<file path="src/rtl/pipeline_ctrl.sv">
// ============================================================================
// Module   : pipeline_ctrl
// Purpose  : Load-use/branch stall-flush generation and debug halt/step/resume
//            run-control sequencer for the 5-stage RV32I pipeline.
// Revision : 1.0
// ============================================================================
`default_nettype none

module pipeline_ctrl #(
  parameter int unsigned DRAIN_CYCLES = 4
) (
  input  logic       clk,
  input  logic       rst,
  input  logic       ResultSrcE,
  input  logic [4:0] RD_E,
  input  logic [4:0] RS1_D,
  input  logic [4:0] RS2_D,
  input  logic       PCSrcE,
  input  logic       halt_req,
  input  logic       step_req,
  input  logic       resume_req,
  output logic       StallF,
  output logic       StallD,
  output logic       FlushD,
  output logic       FlushE,
  output logic       halted,
  output logic [1:0] ctrl_state
);

  localparam logic [1:0] c_RUN    = 2'd0;
  localparam logic [1:0] c_DRAIN  = 2'd1;
  localparam logic [1:0] c_HALTED = 2'd2;
  localparam logic [1:0] c_STEP   = 2'd3;

  localparam logic [2:0] c_DRAIN_LOAD = 3'(DRAIN_CYCLES);

  logic [1:0] r_state;
  logic [1:0] w_next_state;
  logic [2:0] r_cnt;
  logic [2:0] w_next_cnt;
  logic       r_halted;

  logic       w_lw_stall;
  logic       w_br;
  logic       w_stall_f;
  logic       w_stall_d;
  logic       w_flush_d;
  logic       w_flush_e;

  assign w_lw_stall = ResultSrcE & (RD_E != 5'd0) &
                      ((RD_E == RS1_D) | (RD_E == RS2_D));
  assign w_br       = PCSrcE;

  always_ff @(posedge clk or negedge rst) begin
    if (!rst) begin
      r_state  <= c_RUN;
      r_cnt    <= 3'd0;
      r_halted <= 1'b0;
    end else begin
      r_state  <= w_next_state;
      r_cnt    <= w_next_cnt;
      r_halted <= (w_next_state == c_HALTED);
    end
  end

  always_comb begin
    w_next_state = r_state;
    w_next_cnt   = r_cnt;
    case (r_state)
      c_RUN: begin
        if (halt_req) begin
          w_next_state = c_DRAIN;
          w_next_cnt   = c_DRAIN_LOAD;
        end
      end
      c_DRAIN: begin
        // A redirect refetches a new instruction, so the drain restarts in full.
        if (w_br) begin
          w_next_cnt = c_DRAIN_LOAD;
        end else if (!w_lw_stall) begin
          if (r_cnt <= 3'd1) begin
            w_next_state = c_HALTED;
            w_next_cnt   = 3'd0;
          end else begin
            w_next_cnt = r_cnt - 3'd1;
          end
        end
      end
      c_HALTED: begin
        if (resume_req) begin
          w_next_state = c_RUN;
        end else if (step_req) begin
          w_next_state = c_STEP;
        end
      end
      c_STEP: begin
        w_next_state = c_DRAIN;
        w_next_cnt   = c_DRAIN_LOAD;
      end
      default: begin
        w_next_state = c_RUN;
        w_next_cnt   = 3'd0;
      end
    endcase
  end

  always_comb begin
    w_stall_f = 1'b0;
    w_stall_d = 1'b0;
    w_flush_d = 1'b0;
    w_flush_e = 1'b0;
    case (r_state)
      c_RUN: begin
        // The instruction in D is on the wrong path, so a branch beats the stall.
        w_stall_f = w_lw_stall & ~w_br;
        w_stall_d = w_lw_stall & ~w_br;
        w_flush_d = w_br;
        w_flush_e = w_lw_stall | w_br;
      end
      c_DRAIN, c_HALTED: begin
        if (w_br) begin
          w_flush_d = 1'b1;
          w_flush_e = 1'b1;
        end else if (w_lw_stall) begin
          w_stall_f = 1'b1;
          w_stall_d = 1'b1;
          w_flush_e = 1'b1;
        end else begin
          w_stall_f = 1'b1;
          w_flush_d = 1'b1;
        end
      end
      c_STEP: begin
        w_flush_e = w_br;
      end
      default: begin
        w_stall_f = 1'b0;
      end
    endcase
  end

  assign StallF     = rst & w_stall_f;
  assign StallD     = rst & w_stall_d;
  assign FlushD     = rst & w_flush_d;
  assign FlushE     = rst & w_flush_e;
  assign halted     = r_halted;
  assign ctrl_state = r_state;

endmodule

`default_nettype wire
</file>
<file path="config.mk">
export PLATFORM = sky130hd
export DESIGN_NAME = pipeline_ctrl
export DESIGN_NICKNAME = d
export VERILOG_FILES = /design/src/rtl/pipeline_ctrl.sv
export SDC_FILE = /design/constraint.sdc
export NUM_CORES = 1
export LEC_CHECK = 0
export BUFFER_PORTS_ARGS = -buffer_cell sky130_fd_sc_hd__buf_2
export CAP_MARGIN = 20
export CORE_MARGIN = 1
export CORE_UTILIZATION = 30
export CTS_CLUSTER_DIAMETER = 30
export DETAILED_ROUTE_END_ITERATION = 10
export PLACE_DENSITY = 0.55
export SLEW_MARGIN = 25
export SYNTH_ARGS = -nofsm -noshare
export SYNTH_HDL_FRONTEND = slang
export SYNTH_SLANG_ARGS = --single-unit
</file>
<file path="constraint.sdc">
create_clock -name clk -period 1.99 [get_ports clk]
set_input_delay 0.0995 -clock clk [delete_from_list [all_inputs] [get_ports clk]]
set_output_delay 0.0995 -clock clk [all_outputs]
set_load 0.05 [all_outputs]
</file>
# After elaboration in Yosys (flattened, before gate mapping)

Index checks and enable logic that the tools add are counted.

Output and inout port bits: 7
Word-level logic and storage cells: 50
Register bits after elaboration: 6

Bitwise gates (word level): 10
Eq/ne operators: 8
Reduce and logical (&&, ||, !) cells: 5
Magnitude comparators: 1
Mux-type cells: 22
Add/sub/neg operators: 1

Operator list:

| operator                                            | number |
|---|---|
| two-way mux 2 bit                                   | 6 |
| two-way mux 3 bit                                   | 4 |
| equality test 5 bit                                 | 2 |
| case mux 3 bit (3 select lines)                     | 1 |
| case mux 2 bit (4 select lines)                     | 1 |
| bitwise AND 1 bit                                   | 7 |
| equality test 2 bit, second input constant          | 3 |
| two-way mux 1 bit                                   | 6 |
| case mux 1 bit (2 select lines)                     | 3 |
| nonzero test 5 bit                                  | 1 |
| <= comparator 3 x 1 -> 1 bit, second input constant | 1 |
| != test 3 bit, second input constant                | 1 |
| case mux 1 bit (3 select lines)                     | 1 |
| AND reduction 3 bit                                 | 1 |
| nonzero test 3 bit                                  | 1 |
| subtractor 3 x 1 -> 3 bit, second input constant    | 1 |
| equality test 2 x 1 -> 1 bit, second input constant | 1 |
| zero test 2 bit                                     | 1 |
| != test 2 bit, second input constant                | 1 |
| bitwise OR 1 bit                                    | 2 |
| OR reduction 2 bit                                  | 1 |
| NOT 1 bit                                           | 1 |

# Logic depth before layout (Yosys ltp)

Gate-level depths: netlist (run 1).

Depth after elaboration: 7
Gate-level depth with buffers: 8
Mapped depth without buffers: 7

# Worst setup path before layout (run 1)

Ideal clock, no wire load.

Path type: register -> output
Start point: reg r_state[1] (netlist: ctrl_state[1])
End point: out StallD
Cell stages (with the launch flop): 6
Setup slack: -0.783 ns
Arrival time: 2.674 ns
Path through: dfrtp_1 inv_1 ha_1 clkbuf_1 nor2_1 nor4_1

Longest elaborated chain between the ends: 4
Elaborated cells on any way between the ends: 6
Those cells by class: eq/ne (2); mux (1); bitwise (1); reduce/logical (2)

Ends and longest elaborated chain:

| item                                                                | RTL line | source |
|---|---|---|
| from (decl)                                                         | 37       | `logic [1:0] r_state;` |
| from (signal assigned)                                              | 56       | `r_state <= c_RUN;` |
| from (signal assigned)                                              | 60       | `r_state <= w_next_state;` |
| equality test 2 bit or equality test 2 x 1 -> 1 bit (tied branches) | 112      | `case (r_state)` |
| OR reduction 2 bit                                                  | 112      |  |
| case mux 1 bit (2 select lines) (*)                                 | 112      |  |
| bitwise AND 1 bit (*)                                               | 143      | `assign StallD = rst & w_stall_d;` |
| to (decl)                                                           | 23       | `output logic StallD,` |

Mark *: on every way between the ends. The rest lies on a longest branch, timed or not.

# Final worst setup path (run 1)

Start point: reg r_state[1] (netlist: ctrl_state[1])
End point: out FlushD

Longest elaborated chain between the ends: 4
Elaborated cells on any way between the ends: 6
Those cells by class: eq/ne (2); mux (1); bitwise (1); reduce/logical (2)

Ends and longest elaborated chain:

| item                                                                | RTL line | source |
|---|---|---|
| equality test 2 bit or equality test 2 x 1 -> 1 bit (tied branches) | 112      |  |
| OR reduction 2 bit                                                  | 112      |  |
| case mux 1 bit (2 select lines) (*)                                 | 112      |  |
| bitwise AND 1 bit (*)                                               | 144      | `assign FlushD = rst & w_flush_d;` |
| to (decl)                                                           | 24       | `output logic FlushD,` |

Marked as above.

==> results of run 1 <==
critical path: stages (launching register included):
cell	delay, ns
dfrtp_2	0.44
inv_1	0.11
ha_1	0.34
a21oi_1	0.12
nor2_1	0.09
o21a_1	0.12
buf_2	0.25
timing repair:
action	4_1_cts	5_1_grt
setup buffers	0	0
hold buffers	1	0
endpoints found under the hold margin	6	0
registers in the layout, summed over array words and instances, names as in the netlist:
register and flops:
halted 1, ctrl_state 2, r_cnt 3
power breakdown:
| group | switching, mW | internal, mW |
|---|---|---|
| clock | 0.0464 | 0.0761 |
| combinational | 0.563 | 0.345 |
| sequential | 0.0650 | 0.183 |
| total | 0.675 | 0.604 |
metrics by stage:
stage                     area [um2]  worst slack [ns]  utilization  power, mW
final                            903             0.156        0.442       1.28
after global routing             903            0.0213        0.442       1.40
after CTS                        903             0.153        0.442       1.29
after detailed placement         867             0.235        0.425       1.16
after global placement           867             0.281        0.425       1.16
after floorplan                  689           -0.0859            -      0.960
routing by layer:
layer  track usage  vias up
li1              -      356
met1         0.205      306
met2         0.210       26
met3        0.0309        2
met4        0.0714        0
met5             0        -
path summary, 6_finish.rpt:
path | start | end | slack, ns
max in group asynchronous | rst | ctrl_state[1] | 1.58
min | halt_req | ctrl_state[1] | 0.21
min in group asynchronous | rst | ctrl_state[0] | 0.22
max | ctrl_state[1] | FlushD | 0.16
min reg2reg | r_cnt[1] | r_cnt[1] | 0.52
max reg2reg | ctrl_state[1] | r_cnt[2] | 0.21
cells in the final DEF (no fill, tap or decap), drive strengths merged:
cell type    synthesis  routed
nor4                 1       1
nor2                 5       5
o21bai               3       3
a211o                1       1
o211ai               1       1
o2bb2ai              2       2
dlygate4sd3          0       1
nor2b                2       2
nor3                 1       1
o31a                 1       1
clkbuf               1       4
nand2                8       8
o22ai                1       1
a2111oi              1       1
or4                  1       1
a21oi                2       2
inv                  4       4
o31ai                1       1
dfrtp                6       6
xnor2               10      10
and2                 1       1
nand4b               1       1
o21a                 2       2
a31o                 1       1
a211oi               2       2
a31oi                2       2
buf                  0      29
and4                 1       1
ha                   6       6
nand3                2       2
a22o                 1       1
nand2b               4       4
o21ai                5       5
cell type report:
class                   instances  area, um2  share of cell area
flip-flops and latches          6        153               0.169
clock buffers                   4       26.3              0.0291
inverters                       4       15.0              0.0166
well taps                      27       33.8              0.0374
multi-input cells              69        518               0.573
repair buffers                 30        158               0.175
logic make-up (layout without fill, tap and decap cells):
| group | count (synthesis) | count (layout) | share of synthesized area |
|---|---|---|---|
| flops | 6 | 6 | 0.222 |
| fa+ha+maj | 6 | 6 | 0.111 |
| simple gates | 27 | 27 | 0.209 |
| xor+xnor | 10 | 10 | 0.130 |
| buf+inv | 5 | 38 | 0.0278 |
| compound gates | 26 | 26 | 0.300 |
==> flow_metrics.tcl, run 1 <==
set metrics [dict create \
    dr_wl_met3_um 121 \
    antenna_found_initial 0 \
    area_delta_synth_final_pct 33.7 \
    clockBufferDepth 2 \
    drc 0 \
    htree_levels 1 \
    rsz0062_at_grt "false" \
    grt.total_usage 0.146 \
    synth_area_per_cell_um2 8.45 \
    initial_core_util 0.331 \
    yosysUniqueCellTypes 32 \
    peakVddDrop_mv 0.798 \
    grt_pass1_wl_mm 2.77 \
    ant_nets 0 \
    worst_pin_slew_ns 0.316 \
    ys_seq_area_frac 0.222 \
    die_h_um 49.5 \
    dr.pass1.iters 3 \
    cts.repair.resized 0 \
    yosysWarnings 0 \
    status "completed" \
    worstPathRequired_ns 1.89 \
    power_density_mw_per_mm2 1420 \
    cts_made_buffers 3 \
    placement.io_buffers 28 \
    drt-met1-wl_um 798 \
    clkSinkCount 6 \
    yosys-top-cells-count "10 x xnor2_1, 8 x nand2_1, 6 x dfrtp_1, 6 x ha_1" \
    cts_tree "yes" \
    clock_latency_ns 0.25 \
    gp_congestion 0.757 \
    worstPathArrival_ns 1.73 \
    globalRouteOverflowTotal 0 \
    met2_length_um 659 \
    endpoint_kind "output pin" \
    netlist_instances 80 \
    drt_first_iter_violations 6 \
    die_w_um 49.5 \
    synthesis.area_um2 676 \
    max-slew-margin-rel 0.789 \
    clock_skew_ns 0.00394 \
    finalSetupViolations 0 \
    final_max_slew_viol_count 0 \
    wl_mm 1.60 \
    setup-tns-final_ns 0 \
    ys_seq_elements 6 \
    hold_path_depth 4 \
    fmax_ghz 0.545 \
    num-fill-cells 208 \
    ff2ff_path_depth 7 \
    rows 16 \
    start_kind "register" \
    min_period_ns 1.83 \
    yosys-top-cells-area "dfrtp_1 22%, xnor2_1 13%, ha_1 11%" \
    synth-edff-count 0 \
    crit_type "reg2out" \
    num_vias 690 \
    dpl.hpwl_mm 1.33 \
    post_drt_wl_per_cell_um 11.4 \
    io_pins 29 \
    core_mm2 0.00204 \
    ys.flop_type "dfrtp_1" \
    crit_fanout 10 \
    fin_nets 142 \
    routed_via_density 4.93 \
    dp.cells 135 \
    max-cap-violations 0 \
    post-route-period-util 0.922 \
    whs_ns 0.211 \
    cts-root-buf "clkbuf_4" \
    antenna_cells 0 \
    synth_top_area_frac 0.222 \
    die_area_mm2 0.00245 \
    p_leak_nw 0.394 \
    yosysMostFrequentCell "xnor2_1" \
    hold_viol_final 0 \
    grt_pass1_vias 656 \
    synth.net_count 108 \
    layout-drive-gt1-share 0.354 \
    clk_pin_slew_ns 0.05 \
    synth_top_cell_by_area "dfrtp_1" \
    fin_cells 140 \
    hold_path.class "in2reg" \
    top_layer "met4" \
    grt_max_degree 11 \
    ys_async_sr_fraction 1.00 \
]
Note: power is estimated with default switching activity, not from simulation.
==> inputs of run 2 (changes only) <==
==> constraint.sdc (replaced) <==
create_clock -name clk -period 1.99 [get_ports clk]
set_input_delay 0.398 -clock clk [delete_from_list [all_inputs] [get_ports clk]]
set_output_delay 0.398 -clock clk [all_outputs]
set_load 0.05 [all_outputs]
==> run 2 against run 1 <==
Net effect:
- the run now ends with negative setup slack left
- cell count increased by 6.4%
- routed wire length increased by 15%
- combinational power increased by 30%
- hold slack got worse by 0.081 ns
- non-clock buffer count increased by 9
- sequential share of layout area decreased by 3.7 points
- critical path depth unchanged
- flip-flop and latch count unchanged
- clock power decreased by 7%
- maximum frequency decreased by 9.2%
- critical path type is now in2out
- largest cell class unchanged
- largest power group unchanged
==> flow_metrics.tcl, run 2 (synthesis gave the netlist of run 1 again) <==
set metrics [dict create \
    status "finished with violations" \
    violations "negative setup slack" \
    reg2reg_to "r_cnt[2]" \
    placement.io_buffers 28 \
    crit_type "in2out" \
    dp.cells 143 \
    grt.total_usage 0.164 \
    power_density_mw_per_mm2 1330 \
    drt_first_iter_violations 5 \
    area_delta_synth_final_pct 71.5 \
    grt_max_degree 9 \
    whs_ns 0.130 \
    clk_pin_slew_ns 0.04 \
    slowest_stage "or4_4" \
    initial_core_util 0.331 \
    routed_via_density 4.78 \
    max-slew-margin-rel 0.793 \
    rsz0062_at_grt "true" \
    die_area_mm2 0.00245 \
    final_common_cell "buf_2" \
    final_area_mm2 0.00116 \
    endpoint_kind "output pin" \
    clock_latency_ns 0.24 \
    crit_fanout 4 \
    worst_pin_slew_ns 0.307 \
    ff_latch_area_um2 153 \
    fmax_ghz 0.495 \
    start_kind "primary input" \
    clock_skew_ns 0.00551 \
    post_drt_wl_per_cell_um 12.3 \
    rows 16 \
    max-cap-violations 0 \
    dpl.hpwl_mm 1.44 \
    fin_ws_ns -0.0302 \
    peakVddDrop_mv 1.02 \
    hold_buffers 0 \
    fin_util 0.567 \
    globalRouteOverflowTotal 0 \
    cts_made_buffers 3 \
    antenna_found_initial 0 \
    cts_tree "yes" \
    p_leak_nw 0.503 \
    placed_area_um2 963 \
    fin_nets 151 \
    core_mm2 0.00204 \
    path_cells "buf_6 -> or4_4 -> o21a_4 -> nand2_4 -> o21a_4 -> buf_8" \
    dr.pass1.iters 4 \
    post-route-period-util 1.02 \
    hold_viol_final 0 \
    htree_levels 1 \
    grt_pass1_wl_mm 3.17 \
    die_h_um 49.5 \
    final_max_slew_viol_count 0 \
    multiInputGateArea_um2 661 \
    drc 0 \
    layout-drive-gt1-share 0.549 \
    num-fill-cells 202 \
    largest_reg_flops 3 \
    num_vias 712 \
    worstPathRequired_ns 1.59 \
    reg2reg_from "ctrl_state[0]" \
    hold_path.class "in2async" \
    gp_congestion 0.740 \
    cp_common_cell "o21a_4" \
    finalPower_mw 1.54 \
    finalSetupViolations 2 \
    ant_nets 0 \
    r2r_slack_ns 0.30 \
    top_register "r_cnt" \
    clkSinkCount 6 \
    ff2ff_path_depth 5 \
    fin_cells 149 \
    cts-root-buf "clkbuf_4" \
    clockBufferDepth 2 \
    wl_mm 1.83 \
    grt_pass1_vias 736 \
    final_cell_mix "21 x buf_2, 11 x buf_4, 6 x nand2_1, 6 x buf_6" \
    die_w_um 49.5 \
    io_pins 29 \
    min_period_ns 2.02 \
    antenna_cells 0 \
    max_stage_delay_ns 0.52 \
    worstPathArrival_ns 1.62 \
]
[run 2: cell count changes in the layout (fill, tap and decap cells not counted), sizes merged]
cell,change
dlygate4sd3,-1
buf,+10
[run 2: worst max-delay path by stage]
stage / start / end / slack (ns) / depth (start not counted)
after detailed placement: RD_E[1] / StallF / -0.22 / 6
after global placement: RD_E[1] / StallF / -0.20 / 6
after floorplan: RD_E[4] / StallD / -0.11 / 5
after global routing: RD_E[1] / FlushD / -0.06 / 6
final: RD_E[1] / FlushD / -0.03 / 6
after CTS: RD_E[4] / FlushD / -0.05 / 6
[run 2: where the power goes]
| part | switching (mW) | total [mW] | internal [mW] |
|---|---|---|---|
| registers | 0.0610 | 0.244 | 0.183 |
| clock network | 0.0393 | 0.115 | 0.0756 |
| logic | 0.672 | 1.18 | 0.513 |
| total | 0.772 | 1.54 | 0.771 |
[run 2: stage by stage]
stage / setup slack (ns) / setup TNS (ns)
after floorplan: -0.110 / -0.110
after global placement: -0.204 / -0.633
after detailed placement: -0.220 / -0.671
after CTS: -0.0516 / -0.0924
after global routing: -0.0588 / -0.145
final: -0.0302 / -0.0400
[run 2: worst max-delay path: cells and delay by family]
family | cells | cell delay, ns
compound gates | 2 | 0.36
simple gates | 2 | 0.63
buf+inv | 2 | 0.22
[run 2: what timing repair did]
| action | 4_1_cts | 5_1_grt |
|---|---|---|
| pin swaps | 9 | 8 |
| buffers inserted | 2 | 0 |
| setup endpoints to repair | 4 | 4 |
| gates resized for setup | 24 | 8 |
[run 2: per-layer routing]
layer,part of all wire,vias to the layer above,track usage
li1,-,373,-
met1,0.48,328,0.226
met2,0.50,11,0.269
met3,0.021,0,0.00926
met4,0,0,0.0619
met5,0,-,0
[run 2: area by class of cell]
type / count / area share
Multi-Input combinational cell: 69 / 0.570
Tap cell: 27 / 0.0292
Clock buffer: 4 / 0.0227
Inverter: 4 / 0.0130
Timing Repair Buffer: 39 / 0.233
Sequential cell: 6 / 0.132
